`src/rtl/xga_sync_monitor.sv`:
```
// Receive-side XGA raster monitor: locks onto incoming sync/blank levels,
// regenerates hcount/vcount and reports lock, timing errors and frame starts.
module xga_sync_monitor #(
   parameter int unsigned X_VISIBLE_AREA = 1024,
   parameter int unsigned X_FRONT_PORCH  = 24,
   parameter int unsigned X_SYNC_PULSE   = 136,
   parameter int unsigned X_BACK_PORCH   = 160,
   parameter int unsigned Y_VISIBLE_AREA = 768,
   parameter int unsigned Y_FRONT_PORCH  = 3,
   parameter int unsigned Y_SYNC_PULSE   = 6,
   parameter int unsigned Y_BACK_PORCH   = 29,
   parameter int unsigned LOCK_FRAMES    = 2
) (
   input  logic        pclk,
   input  logic        rst,
   input  logic        hsync_in,
   input  logic        vsync_in,
   input  logic        hblnk_in,
   input  logic        vblnk_in,
   output logic [10:0] hcount_rx,
   output logic [10:0] vcount_rx,
   output logic        locked,
   output logic        timing_err,
   output logic [7:0]  err_count,
   output logic        frame_start
);

   localparam int unsigned CNT_W    = 11;
   localparam int unsigned ERR_W    = 8;
   localparam int unsigned HTOT     = X_VISIBLE_AREA + X_FRONT_PORCH + X_SYNC_PULSE + X_BACK_PORCH;
   localparam int unsigned VTOT     = Y_VISIBLE_AREA + Y_FRONT_PORCH + Y_SYNC_PULSE + Y_BACK_PORCH;
   localparam int unsigned HS_START = X_VISIBLE_AREA + X_FRONT_PORCH;
   localparam int unsigned HS_END   = HS_START + X_SYNC_PULSE;
   localparam int unsigned VS_START = Y_VISIBLE_AREA + Y_FRONT_PORCH;
   localparam int unsigned VS_END   = VS_START + Y_SYNC_PULSE;
   localparam int unsigned FOK_W    = (LOCK_FRAMES < 2) ? 1 : $clog2(LOCK_FRAMES + 1);

   typedef enum logic [1:0] {
      HUNT   = 2'd0,
      H_SYNC = 2'd1,
      VERIFY = 2'd2,
      LOCKED = 2'd3
   } state_t;

   state_t             state_q, state_d;
   logic               hs_dly_q, hs_dly_d;
   logic               vs_dly_q, vs_dly_d;
   logic [CNT_W-1:0]   h_pos_q, h_pos_d;
   logic [CNT_W-1:0]   v_pos_q, v_pos_d;
   logic [FOK_W-1:0]   frames_ok_q, frames_ok_d;
   logic [CNT_W-1:0]   hcount_rx_q, hcount_rx_d;
   logic [CNT_W-1:0]   vcount_rx_q, vcount_rx_d;
   logic               locked_q, locked_d;
   logic               timing_err_q, timing_err_d;
   logic [ERR_W-1:0]   err_count_q, err_count_d;
   logic               frame_start_q, frame_start_d;

   logic               hs_rise, vs_rise;
   logic               h_wrap;
   logic [CNT_W-1:0]   h_adv, v_adv;
   logic               exp_hs, exp_vs, exp_hb, exp_vb;
   logic               mismatch;
   logic [FOK_W:0]     frames_inc;
   logic [ERR_W-1:0]   err_inc;

   // Edge detection, default raster advance and predicted levels
   always_comb begin
      hs_rise  = hsync_in & ~hs_dly_q;
      vs_rise  = vsync_in & ~vs_dly_q;
      h_wrap   = (h_pos_q == CNT_W'(HTOT - 1));
      h_adv    = h_wrap ? '0 : h_pos_q + CNT_W'(1);
      v_adv    = v_pos_q;
      if (h_wrap) begin
         v_adv = (v_pos_q == CNT_W'(VTOT - 1)) ? '0 : v_pos_q + CNT_W'(1);
      end
      exp_hs   = (h_pos_q >= CNT_W'(HS_START)) && (h_pos_q < CNT_W'(HS_END));
      exp_vs   = (v_pos_q >= CNT_W'(VS_START)) && (v_pos_q < CNT_W'(VS_END));
      exp_hb   = (h_pos_q >= CNT_W'(X_VISIBLE_AREA));
      exp_vb   = (v_pos_q >= CNT_W'(Y_VISIBLE_AREA));
      mismatch = (hsync_in != exp_hs) || (vsync_in != exp_vs) ||
                 (hblnk_in != exp_hb) || (vblnk_in != exp_vb);
      frames_inc = (FOK_W + 1)'(frames_ok_q) + (FOK_W + 1)'(1);
      err_inc    = (err_count_q == {ERR_W{1'b1}}) ? err_count_q : err_count_q + ERR_W'(1);
   end

   // Next-state and registered-output logic
   always_comb begin
      state_d       = state_q;
      hs_dly_d      = hsync_in;
      vs_dly_d      = vsync_in;
      h_pos_d       = h_adv;
      v_pos_d       = v_adv;
      frames_ok_d   = frames_ok_q;
      err_count_d   = err_count_q;
      timing_err_d  = 1'b0;
      frame_start_d = 1'b0;
      hcount_rx_d   = h_pos_q;
      vcount_rx_d   = v_pos_q;

      case (state_q)
         HUNT: begin
            if (hs_rise) begin
               h_pos_d = CNT_W'(HS_START + 1);
               state_d = H_SYNC;
            end
         end
         H_SYNC: begin
            if (hs_rise && (h_pos_q != CNT_W'(HS_START))) begin
               state_d = HUNT;
            end else if (vs_rise) begin
               // vsync must rise on the first pixel of a line to be trusted
               if (h_pos_q == '0) begin
                  v_pos_d     = CNT_W'(VS_START);
                  frames_ok_d = '0;
                  state_d     = VERIFY;
               end else begin
                  state_d = HUNT;
               end
            end
         end
         VERIFY: begin
            if (mismatch) begin
               state_d = HUNT;
            end else if (vs_rise) begin
               frames_ok_d = frames_inc[FOK_W-1:0];
               if (frames_inc == (FOK_W + 1)'(LOCK_FRAMES)) begin
                  state_d = LOCKED;
               end
            end
         end
         LOCKED: begin
            if (mismatch) begin
               timing_err_d = 1'b1;
               err_count_d  = err_inc;
               state_d      = HUNT;
            end else if ((h_pos_q == '0) && (v_pos_q == '0)) begin
               frame_start_d = 1'b1;
            end
         end
         default: state_d = HUNT;
      endcase

      locked_d = (state_d == LOCKED);
   end

   always_ff @(posedge pclk) begin
      if (rst) begin
         state_q       <= HUNT;
         hs_dly_q      <= 1'b0;
         vs_dly_q      <= 1'b0;
         h_pos_q       <= '0;
         v_pos_q       <= '0;
         frames_ok_q   <= '0;
         hcount_rx_q   <= '0;
         vcount_rx_q   <= '0;
         locked_q      <= 1'b0;
         timing_err_q  <= 1'b0;
         err_count_q   <= '0;
         frame_start_q <= 1'b0;
      end else begin
         state_q       <= state_d;
         hs_dly_q      <= hs_dly_d;
         vs_dly_q      <= vs_dly_d;
         h_pos_q       <= h_pos_d;
         v_pos_q       <= v_pos_d;
         frames_ok_q   <= frames_ok_d;
         hcount_rx_q   <= hcount_rx_d;
         vcount_rx_q   <= vcount_rx_d;
         locked_q      <= locked_d;
         timing_err_q  <= timing_err_d;
         err_count_q   <= err_count_d;
         frame_start_q <= frame_start_d;
      end
   end

   assign hcount_rx   = hcount_rx_q;
   assign vcount_rx   = vcount_rx_q;
   assign locked      = locked_q;
   assign timing_err  = timing_err_q;
   assign err_count   = err_count_q;
   assign frame_start = frame_start_q;

endmodule

```
`config.mk`:
```
export PLATFORM = sky130hd
export DESIGN_NAME = xga_sync_monitor
export DESIGN_NICKNAME = d
export VERILOG_FILES = /design/src/rtl/xga_sync_monitor.sv
export SDC_FILE = /design/constraint.sdc
export NUM_CORES = 1
export LEC_CHECK = 0
export BUFFER_PORTS_ARGS = -buffer_cell sky130_fd_sc_hd__buf_2
export CORE_MARGIN = 10
export CORE_UTILIZATION = 63
export CTS_BUF_LIST = sky130_fd_sc_hd__clkbuf_4 sky130_fd_sc_hd__clkbuf_8
export CTS_CLUSTER_SIZE = 16
export DETAILED_ROUTE_END_ITERATION = 16
export HOLD_SLACK_MARGIN = 0.12
export PLACE_DENSITY = 0.87
export SETUP_SLACK_MARGIN = 0.2
export SYNTH_ARGS = -nofsm -noshare
export SYNTH_HDL_FRONTEND = slang
export SYNTH_SLANG_ARGS = --single-unit
```
`constraint.sdc`:
```
create_clock -name pclk -period 4 [get_ports pclk]
set_input_delay 0.6 -clock pclk [delete_from_list [all_inputs] [get_ports pclk]]
set_output_delay 0.6 -clock pclk [all_outputs]
set_load 0.05 [all_outputs]
```
Yosys cells after proc, flatten, opt, wreduce, memory -nomap -nowiden --
Cells that the tools add are included.
Operators by class: $lt $le $gt $ge 6, muxes and demuxes 26, reduce and logical (&&, ||, !) cells 15, add/sub/neg operators 4, eq/ne operators 18, bitwise gates (word level) 6
Operators by type and width (number):
- two-way mux 11 bit | 9
- two-way mux 2 bit | 13
- adder 11 x 1 -> 11 bit, second input constant | 2
- >= comparator 11 x 10 -> 1 bit, second input constant | 2
- >= comparator 11 bit, second input constant | 2
- zero test 11 bit | 2
- equality test 11 x 10 -> 1 bit, second input constant | 1
- equality test 11 bit, second input constant | 1
- less-than comparator 11 x 10 -> 1 bit, second input constant | 1
- less-than comparator 11 bit, second input constant | 1
- inequality test 11 bit, second input constant | 1
- inequality test 2 bit, second input constant | 5
- adder 8 x 1 -> 8 bit, second input constant | 1
- equality test 8 bit, second input constant | 1
- case mux 2 bit (4 select lines) | 1
- equality test 2 bit, second input constant | 3
- AND reduction 6 bit | 1
- logical AND 1 bit | 4
- inequality test 1 bit | 4
- NOT 1 bit | 4
- case mux 2 bit (2 select lines) | 1
- adder 2 x 1 -> 3 bit, second input constant | 1
- equality test 3 x 2 -> 1 bit, second input constant | 1
- logical OR 1 bit | 3
- other kinds (8) | 10
Word-level totals: flip-flop bits (word level) 61, output and inout bits 33, word-level logic and storage cells 87, bits of input ports 6

Depth between registers and ports, before layout --
Gate-level depths: netlist of the first run.
depth after elaboration 9, gate-level depth with buffers 8, mapped depth without buffers 8

Worst setup path after synthesis of the first run --
No wires, ideal clock.
kind flip-flop to flip-flop, from register h_pos_q[6], to register err_count_q[2], in the netlist err_count[2], buffers on the path 2, path slack 1879 ps, arrival 2000 ps, library setup time 121 ps, data required time 3879 ps, cell stages (with the launch flop) 9, period minus slack after synthesis 2121 ps, cell sequence dfxtp_1 -> buf_6 -> a2111o_1 -> nand4_1 -> or4b_4 -> o21ai_4 -> buf_6 -> nor2_2 -> mux2_4
Between the ends: word-level cells in the longest chain between the ends 7, elaborated cells on any way between the ends 10, classes of those cells order compare: 3; eq/ne: 2; reduce/logical: 5
Ends and longest elaborated chain:
- start, declared | line 48 | logic [CNT_W-1:0] h_pos_q, h_pos_d;
- start signal, assigned | line 164 | h_pos_q <= h_pos_d;
- >= comparator 11 bit / less-than comparator 11 bit (equally long branches) | line 76 | exp_hs = (h_pos_q >= CNT_W'(HS_START)) && (h_pos_q < CNT_W'(HS_END));
- logical AND 1 bit | line 76
- inequality test 1 bit | line 80 | mismatch = (hsync_in != exp_hs) || (vsync_in != exp_vs) ||
- logical OR 1 bit | line 80
- logical OR 1 bit * | line 80
- logical OR 1 bit * | line 81 | (hblnk_in != exp_hb) || (vblnk_in != exp_vb);
- AND reduction 3 bit (no line) *
- end signal, assigned | line 171 | err_count_q <= err_count_d;
- end, declared | line 55 | logic [ERR_W-1:0] err_count_q, err_count_d;
Every way passes the cells marked *; elsewhere a longest branch is shown, timed or not. A chain may end at the register's enable or synchronous reset.

Worst setup path after layout of the first run --
from register h_pos_q[10], to register err_count_q[2], in the netlist err_count[2]
The elaborated chain is that of the path after synthesis.

==> qor.yml, run 1 <==
status: "finished clean"
grt.total_usage_pct: 16.38
holdPathEnd: "frames_ok_q[1]"
yosys_warnings: 0
die_area_um2: 7304
setup_ws_ps: 1721
synth_edf_count: 0
clk_latency_ps: 340
r2r-end: "err_count[2]"
clkTransAtPathRegs_ps: 60
cp_slowest_cell: "or4b_4"
grt_pass1_wl_um: 9798
die-height_um: 85.47
grt_max_degree: 51
synth_most_common_cell: "dfxtp_1"
r2r_start: "h_pos_q[10]"
via_per_inst: 5.764
worstMarginPinSlew_ps: 864.6
gr-total-overflow: 0
hold_buffers: 0
clock-root-buffer: "clkbuf_8"
htree_num_levels: 3
ys_seq_area_share_pct: 45.23
cp_cell_sequence: "nor3b_1, a31oi_1, or4b_4, o21ai_4, nor2_2, mux2_4"
rrSetupSlack_ps: 1720
hold_viol_final: 0
hp-class: "flip-flop to flip-flop"
timing.final.crit_share_pct: 56.97
leakage_nw: 1.261
synth.distinct_cells: 50
clock.fmax_mhz: 438.8
cp_max_fo: 13
startpoint_type: "flip-flop"
end_kind: "flip-flop"
cts_resized: 0
cts_buffers: 9
drtPass1Iterations: 4
syn_area_um2: 2700
synth-seq-cells: 61
core_um2: 4086
netlist_top_cells_count: "dfxtp_1, nor2_1, nor2b_1, a21oi_1, nand3_1"
cp_data_arrival_time_ps: 2510
antenna_left: 0
gp_congestion: 0.8448
vias: 2248
pre_cts_slack_ps: 1745
finalInstanceArea_um2: 3058
drive_above_1_share_pct: 17.94
ys_top_cells_by_area: "dfxtp_1, nor2_1, nor2b_1"
worst_ir_drop_vdd_uv: 316.0
synth_nets: 318
finalSetupTns_ps: 0
synthCells: 305
worstRegToRegCells: 6
cap_violations: 0
async_flop_share_pct: 0
wl_um: 5790
fin_skew_ps: 6.977
worstHoldStart: "frames_ok_q[1]"
p_total_mw: 1.226
yosysTopAreaCell: "dfxtp_1"
final_net_count: 348
avgRoutedWirePerCell_um: 14.85
dp_hpwl_um: 3966
synth_ff_type: "dfxtp_1"
clockBufferDepth: 2
grt_pass1_vias: 2142
cts_setup_buffers: 0
start_util_pct: 66.07
rows: 23
avgSynthCellArea_um2: 8.853
slew_viol_final: 0
placed_area_um2: 2863
crit_required_ps: 4230
crit_type: "flip-flop to flip-flop"
area_growth_pct: 13.25
cts.sinks: 61
synth_top_area_share_pct: 45.23
cts_tree: "done"
fin_crit_ps: 2279
worst_path_largest_cell_delay_ps: 540
antenna_found_initial: 0
die-width_um: 85.47
rsz0062_at_grt: "no"
drc: 0
ios: 39
whs_path_depth: 2
drt_iter0_drc: 214
power_density_nw_per_um2: 400.9
antenna_cells: 0
port_buffers: 38
setup_viol_count_final: 0
relSlewSlack_pct: 42.36
worst max-delay path by stage:
stage                      startpoint           end  slack, ps  cells after the start
after floorplan            h_pos_q[6]  err_count[2]       1880                      8
after global placement       hblnk_in  err_count[2]       1780                      6
after detailed placement  h_pos_q[10]  err_count[2]       1750                      6
after CTS                 h_pos_q[10]  err_count[2]       1730                      6
after global routing       v_pos_q[3]  err_count[2]       1540                      6
final                     h_pos_q[10]  err_count[2]       1720                      6
logic make-up after synthesis:
group           Yosys count  synth area share [%]
buf+inv                  30                 4.865
fa+ha+maj                 7                 3.244
xor+xnor                 20                 6.487
flops                    61                 45.23
simple gates            146                 29.56
compound gates           37                 8.898
mux                       4                 1.714
sequential cells by signal, indices dropped and copies added, names as in the netlist:
| name | flops |
|---|---|
| v_pos_q | 11 |
| vcount_rx | 11 |
| frames_ok_q | 2 |
| err_count | 8 |
| timing_err | 1 |
| locked | 1 |
| h_pos_q | 11 |
| hs_dly_q | 1 |
| hcount_rx | 11 |
| vs_dly_q | 1 |
| state_q | 2 |
| frame_start | 1 |
stage by stage:
step           hold slack [ps]  util [%]  std cells
6_report                 480.9     74.83        390
3_5_place_dp             475.1     70.06        374
3_3_place_gp             471.1     70.06        374
2_1_floorplan            450.8         -        305
4_1_cts                  485.0     74.83        390
5_1_grt                  504.5     74.83        390
layout make-up:
cell class,count,area [um2]
Clock buffer,11,145.1
Clock inverter,5,50.05
Fill cell,311,1028
Inverter,11,41.29
Multi-Input combinational cell,214,1348
Sequential cell,61,1221
Tap cell,50,62.56
Timing Repair Buffer,38,190.2
layer usage:
| metal | global-route usage (%) | part of all wire [%] | vias up | wire length (um) |
|---|---|---|---|---|
| met5 | 0 | 0 | - | 0 |
| met4 | 11.53 | 2.7 | 0 | 159 |
| met3 | 5.354 | 7.4 | 13 | 427 |
| met2 | 24.18 | 45 | 72 | 2616 |
| met1 | 19.54 | 45 | 1050 | 2587 |
| li1 | - | - | 1113 | - |
cell usage in the layout (no fill, tap or decap), types with 2 or more instances in the layout:
cell      instances
dfxtp_1          61
nor2_1           44
buf_2            38
nor2b_1          19
nand3_1          14
a21oi_1          14
nand2_1          12
nand4_1          12
inv_1            11
xnor2_1          10
xor2_1           10
clkbuf_8         10
ha_1              7
nor3_1            6
o21ai_0           6
nor4b_1           4
nand2b_1          4
or3_1             4
and3_1            4
or4_1             4
clkinv_2          4
and4_1            3
nor3b_1           3
a31oi_1           3
nor4_1            3
a21o_1            2
nand4b_1          2
mux2i_1           2
o31ai_1           2
where the power goes:
| group | switching [mW] | total [mW] | internal, mW |
|---|---|---|---|
| combinational | 0.0435 | 0.0652 | 0.0218 |
| clock | 0.227 | 0.534 | 0.307 |
| sequential | 0.00981 | 0.627 | 0.617 |
| total | 0.280 | 1.23 | 0.945 |
critical path: cells and delay by family, from the launching register on:
family	cells	cell delay, ps
AND/OR/NAND/NOR	3	910
AO/OA/AOI/OAI	2	460
flip-flops	1	500
multiplexers	1	290
Note: power is estimated with default switching activity, not from simulation.
==> run 2: changes to the inputs <==
--- a/config.mk
+++ b/config.mk
@@ -7,12 +7,12 @@
 export LEC_CHECK = 0
 export BUFFER_PORTS_ARGS = -buffer_cell sky130_fd_sc_hd__buf_2
 export CORE_MARGIN = 10
-export CORE_UTILIZATION = 63
+export CORE_UTILIZATION = 59
 export CTS_BUF_LIST = sky130_fd_sc_hd__clkbuf_4 sky130_fd_sc_hd__clkbuf_8
 export CTS_CLUSTER_SIZE = 16
 export DETAILED_ROUTE_END_ITERATION = 16
 export HOLD_SLACK_MARGIN = 0.12
-export PLACE_DENSITY = 0.87
+export PLACE_DENSITY = 0.82
 export SETUP_SLACK_MARGIN = 0.2
 export SYNTH_ARGS = -nofsm -noshare
 export SYNTH_HDL_FRONTEND = slang
==> constraint.sdc (replaced) <==
create_clock -name pclk -period 2.4 [get_ports pclk]
set_input_delay 0.36 -clock pclk [delete_from_list [all_inputs] [get_ports pclk]]
set_output_delay 0.36 -clock pclk [all_outputs]
set_load 0.05 [all_outputs]
==> qor.yml, run 2 (synthesis results as in run 1) <==
drt_iter0_drc: 175  # -18%
via_per_inst: 5.687  # -1.3%
r2r_start: "h_pos_q[4]"
finalNonFillerCells: 402  # +3.1%
crit_required_ps: 2630  # -1600 ps
worst_path_largest_cell_delay_ps: 520  # -20 ps
clock-root-buffer: "clkbuf_8"
grt_max_degree: 37  # -27%
r2r-end: "err_count[2]"
cp_cell_sequence: "a2111o_1, nand4_1, or4b_4, o21ai_4, nor2_2, mux2_4"
highest_layer: "met4"
grt_pass1_wl_um: 10020  # +2.2%
gr-total-overflow: 0  # unchanged
grt_pass1_vias: 2137  # -0.23%
port_buffers: 38  # unchanged
fin_crit_ps: 2124  # -155.0 ps
antenna_cells: 0  # unchanged
dp_cells: 387  # +3.5%
fin_util_pct: 71.83  # -3.0 points
worstRegToRegCells: 6  # unchanged
cp_slowest_cell: "or4b_4"
cap_violations: 0  # unchanged
slew_viol_final: 0  # unchanged
final_common_cell: "dfxtp_1"
wl_um: 6051  # +4.5%
met2_wirelength_um: 2839  # +8.5%
worst_ir_drop_vdd_uv: 414.2  # +31%
drtPass1Iterations: 4  # unchanged
hold_viol_final: 0  # unchanged
critPathTopFamily: "compound AO/OA/AOI/OAI gates"
leakage_nw: 1.304  # +3.5%
worstMarginPinSlew_ps: 635.7  # -229.0 ps
ios: 39  # unchanged
clk_latency_ps: 340  # about the same
die-height_um: 87.65  # +2.6%
clockBufferDepth: 2  # unchanged
dp_hpwl_um: 4156  # +4.8%
startpoint_type: "flip-flop"
avgRoutedWirePerCell_um: 15.05  # +1.4%
status: "finished clean"
cts_setup_buffers: 0  # unchanged
cts.sinks: 61  # unchanged
final_net_count: 360  # +3.4%
vias: 2286  # +1.7%
clock.fmax_mhz: 470.8  # +7.3%
end_kind: "flip-flop"
area_growth_pct: 16.64
cts_buffers: 9  # unchanged
critPathBufInv: 0  # unchanged
holdPathEnd: "hs_dly_q"
grt.total_usage_pct: 16.21  # -0.17 points
setup_viol_count_final: 0  # unchanged
core_um2: 4384  # +7.3%
cts_tree: "done"
htree_num_levels: 3  # unchanged
rsz0062_at_grt: "no"
start_util_pct: 61.59  # -4.5 points
finalSetupTns_ps: 0  # unchanged
antenna_left: 0  # unchanged
hp-class: "primary input to flip-flop"
whs_path_depth: 3  # +1
hold_ws_ps: 298.5  # -182.3 ps
die-width_um: 87.65  # +2.6%
fillerInstances: 328  # +5.5%
wl_met3_um: 461  # +8.0%
gp_congestion: 0.8434  # -0.17%
relSlewSlack_pct: 57.62  # +15 points
die_area_um2: 7683  # +5.2%
power_density_nw_per_um2: 622.2  # +55%
rrSetupSlack_ps: 280  # -1450 ps
cp_max_fo: 7  # -6
rows: 24  # +4.3%
crit_type: "flip-flop to flip-flop"
cp_data_arrival_time_ps: 2360  # -150 ps
clkTransAtPathRegs_ps: 60  # about the same
timing.final.crit_share_pct: 88.50  # +32 points
drc: 0  # unchanged
antenna_found_initial: 0  # unchanged
fin_skew_ps: 5.901  # -1.076 ps
wl_met1_um: 2623  # +1.4%
worstHoldStart: "hsync_in"
drive_above_1_share_pct: 22.57  # +4.6 points
layout_common_cells: "dfxtp_1, nor2_1, buf_2, nor2b_1"
==> run 2: changes by cell type in the layout (fill, tap and decap cells not counted), moves of 2 or more <==
cell / change
dfxtp_2: +3
clkinv_2: -2
dfxtp_1: -4
buf_4: +11
==> run 2: per-stage QoR <==
step | area (um2) | worst slack, ps | power (mW)
floorplan | 2700 | 279.0 | 1.147
global placement | 2948 | 221.6 | 1.178
detailed placement | 2948 | 176.6 | 1.180
CTS | 3133 | 196.6 | 1.964
global route | 3149 | 205.9 | 2.027
finish | 3149 | 276.0 | 1.959
==> run 2: repair_timing <==
| action | 4_1_cts | 5_1_grt |
|---|---|---|
| hold buffers | 0 | 0 |
| endpoints found under the setup margin | 1 | 19 |
| gates resized for setup | 3 | 8 |
| gates cloned | 1 | 0 |
| pin swaps | 3 | 2 |
==> run 2: power breakdown <==
part	internal (mW)	switching (mW)
Combinational	0.0425	0.0801
Sequential	1.03	0.0113
Clock	0.427	0.371
Total	1.50	0.463
==> run 2: final cells by class <==
| cell class | count | area [um2] | share of cell area [%] |
|---|---|---|---|
| clock buffers | 12 | 158.9 | 5.046 |
| clock inverters | 2 | 10.01 | 0.3178 |
| inverters | 11 | 41.29 | 1.311 |
| multi-input cells | 215 | 1373 | 43.58 |
| flip-flops and latches | 61 | 1229 | 39.01 |
| well taps | 52 | 65.06 | 2.066 |
| repair buffers | 49 | 272.8 | 8.661 |
==> run 2: routing by layer <==
layer / vias to the layer above / track usage (%)
li1: 1140 / -
met1: 1074 / 19.74
met2: 60 / 25.40
met3: 12 / 4.178
met4: 0 / 9.130
met5: - / 0
==> run 2: worst max path at each step <==
| stage | cells past startpoint | from | slack, ps | to |
|---|---|---|---|---|
| floorplan | 8 | h_pos_q[6] | 280 | err_count[2] |
| global placement | 6 | h_pos_q[6] | 220 | err_count[2] |
| detailed placement | 6 | h_pos_q[6] | 180 | err_count[2] |
| CTS | 7 | v_pos_q[0] | 200 | err_count[7] |
| global route | 6 | h_pos_q[6] | 210 | err_count[2] |
| finish | 6 | h_pos_q[4] | 280 | err_count[2] |
==> run 2: tightest hold or removal path: stages <==
cell and delay [ps]:
buf_2 90, inv_1 60, nor2_1 90
